[config.mk]
export PLATFORM = sky130hd
export DESIGN_NAME = mdu_seq_ctrl
export DESIGN_NICKNAME = d
export VERILOG_FILES = /design/src/rtl/mdu_seq_ctrl.sv
export SDC_FILE = /design/constraint.sdc
export NUM_CORES = 1
export LEC_CHECK = 0
export CORE_MARGIN = 10
export CORE_UTILIZATION = 52
export DETAILED_ROUTE_END_ITERATION = 8
export DONT_BUFFER_PORTS = 1
export PLACE_DENSITY = 0.67
export SYNTH_ARGS = -nofsm -noshare
export SYNTH_HDL_FRONTEND = slang
export SYNTH_SLANG_ARGS = --single-unit
[constraint.sdc]
create_clock -name clk -period 2.7 [get_ports clk]
set_input_delay 0.54 -clock clk [delete_from_list [all_inputs] [get_ports clk]]
set_output_delay 0.54 -clock clk [all_outputs]
set_load 0.1 [all_outputs]
[src/rtl/mdu_seq_ctrl.sv]
// Multi-cycle multiply/divide sequencer that borrows the core ALU.
// MUL/MULHU run a shift-add loop, DIVU/REMU a restoring divide; each
// iteration issues one ADD or SUB and captures the ALU Result and Carry.
// The hi/rem, lo/quo and mcand/dvs pairs share one register each because
// only one operation class is ever in flight.
//
// state  | meaning
// IDLE   | ready for a request, ALU not owned
// RUN    | iterating, ALU owned, one step per cycle for XLEN cycles
// DONE   | done pulse, result valid, returns to IDLE next cycle
module mdu_seq_ctrl #(
  parameter int         XLEN    = 32,
  parameter logic [3:0] ALU_ADD = 4'b0000,
  parameter logic [3:0] ALU_SUB = 4'b0001
) (
  input  logic            clk,
  input  logic            rst_n,
  input  logic            start,
  input  logic [1:0]      op,
  input  logic [XLEN-1:0] rs1,
  input  logic [XLEN-1:0] rs2,
  input  logic            flush,
  output logic            ready,
  output logic            alu_req,
  output logic [XLEN-1:0] alu_a,
  output logic [XLEN-1:0] alu_b,
  output logic [3:0]      alu_ctrl,
  input  logic [XLEN-1:0] alu_result,
  input  logic            alu_carry,
  output logic            done,
  output logic [XLEN-1:0] result
);

  localparam int CW = $clog2(XLEN);

  typedef enum logic [1:0] {
    S_IDLE,
    S_RUN,
    S_DONE
  } state_t;

  state_t          state;
  logic [1:0]      op_q;
  logic [XLEN-1:0] acc;      // hi for multiply, rem for divide
  logic [XLEN-1:0] lsr;      // lo for multiply, quo for divide
  logic [XLEN-1:0] opb;      // mcand for multiply, dvs for divide
  logic [CW-1:0]   counter;

  logic            is_div;
  logic [XLEN-1:0] rsh;
  logic            take;
  logic            last;
  logic [XLEN-1:0] nxt_acc;
  logic [XLEN-1:0] nxt_lsr;
  logic [XLEN-1:0] final_val;

  assign is_div = op_q[1];
  assign rsh    = {acc[XLEN-2:0], lsr[XLEN-1]};
  assign take   = acc[XLEN-1] | alu_carry;
  assign last   = (counter == CW'(XLEN - 1));

  // Next value of the shift/accumulate pair for the current iteration.
  always_comb begin
    nxt_acc = acc;
    nxt_lsr = lsr;
    if (is_div) begin
      nxt_acc = take ? alu_result : rsh;
      nxt_lsr = {lsr[XLEN-2:0], take};
    end else begin
      nxt_acc = {alu_carry & lsr[0], alu_result[XLEN-1:1]};
      nxt_lsr = {alu_result[0], lsr[XLEN-1:1]};
    end
  end

  // op[0] picks the upper half (MULHU/REMU) over the lower (MUL/DIVU).
  assign final_val = op_q[0] ? nxt_acc : nxt_lsr;

  // ALU drive and handshake decode from the registered state.
  always_comb begin
    ready    = (state == S_IDLE);
    alu_req  = (state == S_RUN);
    alu_a    = '0;
    alu_b    = '0;
    alu_ctrl = ALU_ADD;
    if (state == S_RUN) begin
      if (is_div) begin
        alu_a    = rsh;
        alu_b    = opb;
        alu_ctrl = ALU_SUB;
      end else begin
        alu_a    = acc;
        alu_b    = lsr[0] ? opb : '0;
        alu_ctrl = ALU_ADD;
      end
    end
  end

  // Sequencer FSM with datapath registers; the final iteration writes result.
  always_ff @(posedge clk) begin
    if (!rst_n) begin
      state   <= S_IDLE;
      op_q    <= '0;
      acc     <= '0;
      lsr     <= '0;
      opb     <= '0;
      counter <= '0;
      done    <= 1'b0;
      result  <= '0;
    end else begin
      case (state)
        S_IDLE: begin
          done <= 1'b0;
          if (start && !flush) begin
            op_q    <= op;
            acc     <= '0;
            lsr     <= rs1;
            opb     <= rs2;
            counter <= '0;
            state   <= S_RUN;
          end
        end
        S_RUN: begin
          if (flush) begin
            state <= S_IDLE;
          end else begin
            acc     <= nxt_acc;
            lsr     <= nxt_lsr;
            counter <= counter + CW'(1);
            if (last) begin
              state  <= S_DONE;
              done   <= 1'b1;
              result <= final_val;
            end
          end
        end
        S_DONE: begin
          done  <= 1'b0;
          state <= S_IDLE;
        end
        default: begin
          done  <= 1'b0;
          state <= S_IDLE;
        end
      endcase
    end
  end

endmodule

==> results.md <==
- Main combinational cell family by area after synthesis: compound AO/OA/AOI/OAI gates
- Tcrit/Tclk final: 92.5%
- Adder-Cell Fraction of Synth Area: 0.335%
- Initial antenna violation count: 3
- H-tree depth: 4
- Area Overhead vs Synth: 27.5%
- Worst Skew: 0.00630 ns
- Hold-fix buffers at CTS: 0
- Peak per-stage delay on the critical path: 0.51 ns
- Global route overflow: 0
- Worst min-delay path class: input pin to register
- Status: complete, no violations
- Vias per std cell: 6.01
- CTS tree: built
- Largest net degree at the start of global routing: 121
- Setup TNS Final: 0 ns
- Unrepaired setup endpoints after global routing: no
- Mux share of post-synthesis cell area: 11.3%
- XOR/XNOR Fraction of Synth Area: 0.234%
- CTS max path bufs: 2
- Worst path arrival time: 1.96 ns
- Mapped cell area: 0.00748 sq mm
- Worst-path clk slew: 0.06 ns
- NumNets Final: 1056
- Vias in the first global route: 6659
- Max-cap violations: 0
- Die width: 140 um
- Yosys top cell by area: dfxtp_1
- Worst skew pair latency: 0.42 ns
- Cells after Synth: 897
- Synth async-reset ratio: 0%
- CP max FO: 36
- Synthesized area per cell: 8.33 sq um
- Most used cell along the critical path: buf_4
- DRC Markers: 0
- Wire per inst: 20.3 um
- Clock sink count: 138
- WS Path Type: register to primary output
- Layout cells sized above 1: 23.8%
- Cell Rows: 43
- Fillers: 1097
- GPL Wtd Cong: 0.892
- Ys flop type: dfxtp_1
- Io pins: 206
- Netlist cell types: 48
- Num CTS Buffers: 17
- Core area: 0.0140 sq mm
- Worst Max-Slew Pin Slew: 1.00 ns
- Final hold vios: 0
- Die H: 140 um
- Die area: 0.0196 sq mm
- Final setup fails: 0
- Startpoint Class: register
- Sequential fraction of the synthesis area: 37.0%
- CP Capture Type: primary output
- Final WL: 23300 um
- Clk root buf: clkbuf_16
- Post-cts resize count: 0
- Initial drt markers: 801
- Synth Warn #: 0
- Post-CTS Setup Inserts: 0
- Vias: 6885
- Crit-path cells: nand2b_2, buf_4, nor2_2, buf_4
- Required @ worst endpoint: 2.16 ns
- Final hold slack: 0.267 ns
- Most numerous cell in the Yosys netlist: nand2_1
- Static leakage power: 3.44 nW
- Total GRT Usage: 22.9%
- Synth cell count leaders: nand2_1 (148), dfxtp_1 (138), a21boi_0 (74)
- Share of the synthesized area in the top cell type: 37.0%
- Highest-delay cell along the critical path: dfxtp_1
- DRT antenna net count: 0
- Global-route wire length before repair: 36800 um
- EDFF count, synth: 0
- Period minus WS final: 2.50 ns
- Detailed Routing Iterations Pass 1: 5
- Synth Area in Compound Gates: 28.9%
- Maximum vdd ir drop: 0.321 mV
- FMAX: 0.400 GHz
- Yosys reg bits: 138
- Post-DP HPWL: 16900 um
- Synth Area in Simple Gates: 16.3%
- Starting Density: 53.4%
- Cell types occupying the most area after synthesis: dfxtp_1 (37%), mux2i_1 (8.3%), a21boi_0 (7.4%), nand2_1 (7.4%), o21ai_0 (3.9%)
- Power per cell area: 506 mW/mm^2
- Max-slew violation count: 0
- Port Buffers: 0
- Slew HR: 33.2%
==> final timing paths <==
path	slack [ns]	end	depth (start not counted)	from
min reg2reg	0.46	opb[12]$_SDFFE_PN0P_	2	opb[12]$_SDFFE_PN0P_
max	0.20	alu_a[23]	4	state[1]$_SDFFE_PN0P_
max reg2reg	0.64	result[19]$_SDFFE_PN0P_	7	counter[0]$_SDFFE_PN0P_
min	0.27	result[19]$_SDFFE_PN0P_	1	rst_n
==> stage by stage <==
stage               power (mW)  std cells  utilization [%]  worst slack, ns  area, sq um
finish                    4.82       1145             68.1            0.202         9530
global placement          2.70       1112             64.3            0.706         9000
CTS                       4.84       1144             68.1            0.218         9530
floorplan                 2.62        899                -           -0.306         7530
detailed placement        2.72       1112             64.3            0.661         9000
global route              4.98       1144             68.1            0.125         9530
==> final cells by class <==
| cell class | count | area (sq um) | share of cell area (%) |
|---|---|---|---|
| clock inverters | 2 | 35.0 | 0.368 |
| well taps | 180 | 225 | 2.36 |
| diodes | 1 | 2.50 | 0.0263 |
| inverters | 3 | 11.3 | 0.118 |
| clock buffers | 30 | 494 | 5.18 |
| multi-input cells | 669 | 4370 | 45.8 |
| repair buffers | 122 | 1630 | 17.1 |
| flip-flops and latches | 138 | 2770 | 29.0 |
==> state kept, by name, summed over array words and instances (netlist names) <==
signal and flops:
acc 32, lsr 32, opb 32, result 32
counter 5, op_q 2, state 2, done 1
==> power breakdown <==
part           internal (mW)  switching, mW  leakage (nW)
clock network           1.32          0.823         0.255
registers               2.10         0.0557          1.12
logic                  0.198          0.329          2.06
total                   3.62           1.21          3.44
==> layer usage <==
metal / up-vias / part of all wire, % / routed length [um] / track usage [%]
li1: 3302 / - / - / -
met1: 3226 / 40 / 9200 / 27.7
met2: 316 / 46 / 10700 / 35.4
met3: 37 / 12 / 2830 / 9.87
met4: 4 / 2.1 / 495 / 8.04
met5: - / 0.11 / 25 / 0
==> cells in the final DEF, fill, tap and decap left out, types with 32 or more instances in the layout <==
master and instances:
nor2_2 34, and2_1 37, buf_4 65, dfxtp_1 137, nor2_1 32, o21ai_0 59, a21oi_1 37, buf_12 57
a21boi_0 74, mux2i_1 62, nand2_1 148
==> cells by family after synthesis <==
| family | count (synthesis) |
|---|---|
| other | 1 |
| multiplexers | 82 |
| AO/OA/AOI/OAI | 303 |
| buffers and inverters | 92 |
| flip-flops | 138 |
| XOR/XNOR | 2 |
| adder cells (fa/ha/maj) | 2 |
| AND/OR/NAND/NOR | 277 |
==> worst max-delay path: cells and delay by family, from the launching register on <==
kind | cells | cell delay (ns)
buf+inv | 2 | 0.71
simple gates | 2 | 0.30
flops | 1 | 0.51
No activity file was read; power rests on OpenSTA's default activity.
